<file path="src/rtl/ram_chk_pkg.sv">
// ram_chk_pkg
//   Shared types and helpers for the RAM write/read self-test checker.
//   - state_e       : checker FSM states
//   - LFSR_TAPS     : Fibonacci LFSR tap masks for maximal-length sequences, indexed by width (3..8)
//   - lfsr_feedback : feedback bit for a register of the given width
//   - lfsr_next     : full next-state value (8-bit container, upper bits zero)
package ram_chk_pkg;

    typedef enum logic [2:0] {
        ST_IDLE,
        ST_WRITE,
        ST_READ,
        ST_DRAIN,
        ST_DONE
    } state_e;

    // Bit i set means register bit i feeds the XOR. Entries 0..2 are unused placeholders.
    //   3: x^3+x^2+1   4: x^4+x^3+1   5: x^5+x^3+1
    //   6: x^6+x^5+1   7: x^7+x^6+1   8: x^8+x^6+x^5+x^4+1
    localparam logic [7:0] LFSR_TAPS [0:8] = '{
        8'h00, 8'h00, 8'h00, 8'h06, 8'h0C, 8'h14, 8'h30, 8'h60, 8'hB8
    };

    function automatic logic lfsr_feedback(input logic [7:0] value, input logic [3:0] width);
        return ^(value & LFSR_TAPS[width]);
    endfunction

    // Shift left, feedback enters at bit 0; result masked to the register width.
    function automatic logic [7:0] lfsr_next(input logic [7:0] value, input logic [3:0] width);
        logic [7:0] mask;
        mask = 8'hFF >> (4'd8 - width);
        return {value[6:0], lfsr_feedback(value, width)} & mask;
    endfunction

endpackage

</file>
<file path="src/rtl/lfsr_gen.sv">
// lfsr_gen
//   Fibonacci LFSR used both to generate write data and to regenerate the
//   expected read data. load has priority over step.
//   Ports:
//     clk, rst_n : clock, async active-low reset
//     load       : q <= seed
//     step       : q <= next LFSR value
//     seed       : value loaded on load
//     q          : current LFSR value
module lfsr_gen
    import ram_chk_pkg::*;
#(
    parameter int DATA_W = 4
) (
    input  logic              clk,
    input  logic              rst_n,
    input  logic              load,
    input  logic              step,
    input  logic [DATA_W-1:0] seed,
    output logic [DATA_W-1:0] q
);

    logic [DATA_W-1:0] q_q;
    logic [DATA_W-1:0] q_d;

    always_comb begin
        q_d = q_q;
        if (load) begin
            q_d = seed;
        end else if (step) begin
            q_d = {q_q[DATA_W-2:0], lfsr_feedback(8'(q_q), 4'(DATA_W))};
        end
    end

    always_ff @(posedge clk or negedge rst_n) begin
        if (!rst_n) begin
            q_q <= '0;
        end else begin
            q_q <= q_d;
        end
    end

    assign q = q_q;

endmodule

</file>
<file path="config.mk">
export PLATFORM = sky130hd
export DESIGN_NAME = lfsr_gen
export DESIGN_NICKNAME = d
export VERILOG_FILES = /design/src/rtl/ram_chk_pkg.sv /design/src/rtl/lfsr_gen.sv
export SDC_FILE = /design/constraint.sdc
export NUM_CORES = 1
export LEC_CHECK = 0
export BUFFER_PORTS_ARGS = -buffer_cell sky130_fd_sc_hd__clkbuf_2
export CAP_MARGIN = 30
export CORE_AREA = 2 2 39 41
export CTS_CLUSTER_SIZE = 40
export DETAILED_ROUTE_END_ITERATION = 12
export DIE_AREA = 0 0 41 43
export GPL_TIMING_DRIVEN = 0
export PLACE_DENSITY = 0.4
export REMOVE_ABC_BUFFERS = 1
export SYNTH_ARGS = -nofsm -noshare
export SYNTH_HDL_FRONTEND = slang
export SYNTH_SLANG_ARGS = --single-unit
</file>
<file path="constraint.sdc">
create_clock -name clk -period 1.4 [get_ports clk]
set_input_delay 0.35 -clock clk [delete_from_list [all_inputs] [get_ports clk]]
set_output_delay 0.35 -clock clk [all_outputs]
set_load 0.02 [all_outputs]
</file>
==> results.cfg <==
[detailed_routing]
drtPass1Iterations = 2
drt_wl_total_um = 433
num_vias = 192
drtIter0Drc = 2
ant_nets = 0
post_drt_wl_per_cell_um = 8.84
vias_per_cell = 3.92
route.detailed.drc = 0

[synthesis]
yosysSeqAreaShare_pct = 51.0
syn_area_um2 = 196
syn_area_per_cell_um2 = 10.9
synth.distinct_cells = 8
synth_seq_cells = 4
synthCells = 18
ys_warn_count = 0

[cts]
clock-sinks = 4
cts_setup_buffers = 0
htree_levels = 1
clkLatencyLatePin_ps = 230
root_buffer = clkbuf_4
postCtsHoldBufs = 1
numCtsBuffers = 3
cts.path.max_buffers = 2
tritoncts = yes
clk_pin_slew_ps = 40
cts_resized = 0

[global_route]
gr-total-overflow = 0
grt_max_degree = 10
grt_pass1_wl_um = 752
grt_pass1_vias = 188
antenna_found_initial = 0
grt_use_total_pct = 6.96

[sta]
slew_viol_final = 0
rsz0062_at_grt = false
finalWorstPathRequiredPeriod_ps = 1170
relSlewSlack_pct = 89.1
setup_viol = 0
hold_viol_final = 0
worst_pin_slew_ps = 163
setup_slack_ps = 227
timing.fmax_mhz = 852
min_period_over_period_pct = 83.8
finalClockSkew_ps = 4.99
fin_tns_setup_ps = 0

[cells_and_area]
top_register = q
reg_top3 = q x4
largest_register_ffs = 4
area_growth_pct = 54.8
fill_cells = 147
final_nets = 43
num_antenna_cells = 0
layoutNonFillerInstCount = 49
drive_above_1_share_pct = 45.5

[min_path]
hold_path_class = in -> reg

[critical_path]
start_kind = register
crit_family = flip-flops
worstPathRequired_ps = 1050
worst_setup_path_end_kind = output pin
slowest_stage = dfrtp_1
slowest_delay_ps = 400
criticalPathCategory = reg -> out
cp_num_buf_inv = 1
crit_chain = clkbuf_2
cp.arrival_ps = 820
cp_max_fo = 4

[power]
vdd_drop_max_uv = 370
p_leak_nw = 0.155
power_uw = 355
power_density_nw_per_um2 = 1170

[floorplan]
placementRows = 14
io_pins = 12
die_w_um = 41
core-area_um2 = 1380
dieArea_um2 = 1760
initial_core_util_pct = 14.2
die_y_um = 43

[flow_run]
drv_cap = 0

[placed_design]
dp_slack_ps = 341
gp_congestion = 0.627
portBuffers = 11
placedCellCount = 45

[status]
status = complete, no violations
[area by class of cell]
class	instances	area, µm²	share of cell area (%)
clock buffers	3	22.5	7.41
multi-input cells	14	96.3	31.7
flip-flops and latches	4	100	32.9
well taps	16	20.0	6.58
repair buffers	12	65.1	21.4
[synth_stat cells]
library cell  n  area share, %
dfrtp_1       4             51
or3b_1        1            4.5
o21ai_0       3            7.6
xnor2_1       1            4.5
o211ai_2      1            6.4
nand2_1       4            7.6
mux2i_1       3             15
nand2b_1      1            3.2
[cells by family after synthesis]
logic type / share of synthesized area, %
mux: 15.3
flops: 51.0
xor+xnor: 4.46
compound gates: 14.0
simple gates: 15.3
[worst min-delay path, stage by stage]
cell and delay, ps:
clkbuf_2 80, nand2_1 50, o211ai_2 50
[power breakdown]
| group | internal, mW | switching, mW |
|---|---|---|
| sequential | 0.129 | 0.0119 |
| clock | 0.0956 | 0.0430 |
| combinational | 0.0339 | 0.0413 |
[final timing paths]
kind	from	to	slack [ps]	depth (start not counted)
hold reg to reg	q[1]$_DFFE_PN0P_	q[1]$_DFFE_PN0P_	610	2
min in group asynchronous	rst_n	q[0]$_DFFE_PN0P_	450	2
setup / recovery	q[2]$_DFFE_PN0P_	q[2]	230	1
max in group asynchronous	rst_n	q[1]$_DFFE_PN0P_	820	2
setup reg to reg	q[0]$_DFFE_PN0P_	q[0]$_DFFE_PN0P_	520	2
hold / removal	seed[0]	q[0]$_DFFE_PN0P_	340	3
[placed cells by master, fill, tap and decap left out]
cell type / netlist / layout
or3b_1: 1 / 1
dlygate4sd3_1: 0 / 1
clkbuf_4: 0 / 3
dfrtp_1: 4 / 4
clkbuf_2: 0 / 11
o21ai_0: 3 / 3
o211ai_2: 1 / 1
xnor2_1: 1 / 1
nand2b_1: 1 / 1
nand2_1: 4 / 4
mux2i_1: 3 / 3
[per-layer routing]
metal | up-vias | wire, µm | GRT usage, %
met3 | 0 | 81 | 6.28
met2 | 14 | 144 | 7.81
li1 | 97 | - | -
met4 | 0 | 0 | 4.00
met1 | 81 | 206 | 8.47
met5 | - | 0 | 0
[per-stage QoR]
| stage | util (%) | hold WS [ps] | instance area (µm²) |
|---|---|---|---|
| after floorplan | - | 54.4 | 196 |
| after global placement | 19.6 | 159 | 272 |
| after detailed placement | 19.6 | 164 | 272 |
| after CTS | 22.0 | 331 | 304 |
| after global routing | 22.0 | 334 | 304 |
| final | 22.0 | 338 | 304 |
No activity file was read; power rests on OpenSTA's default activity.
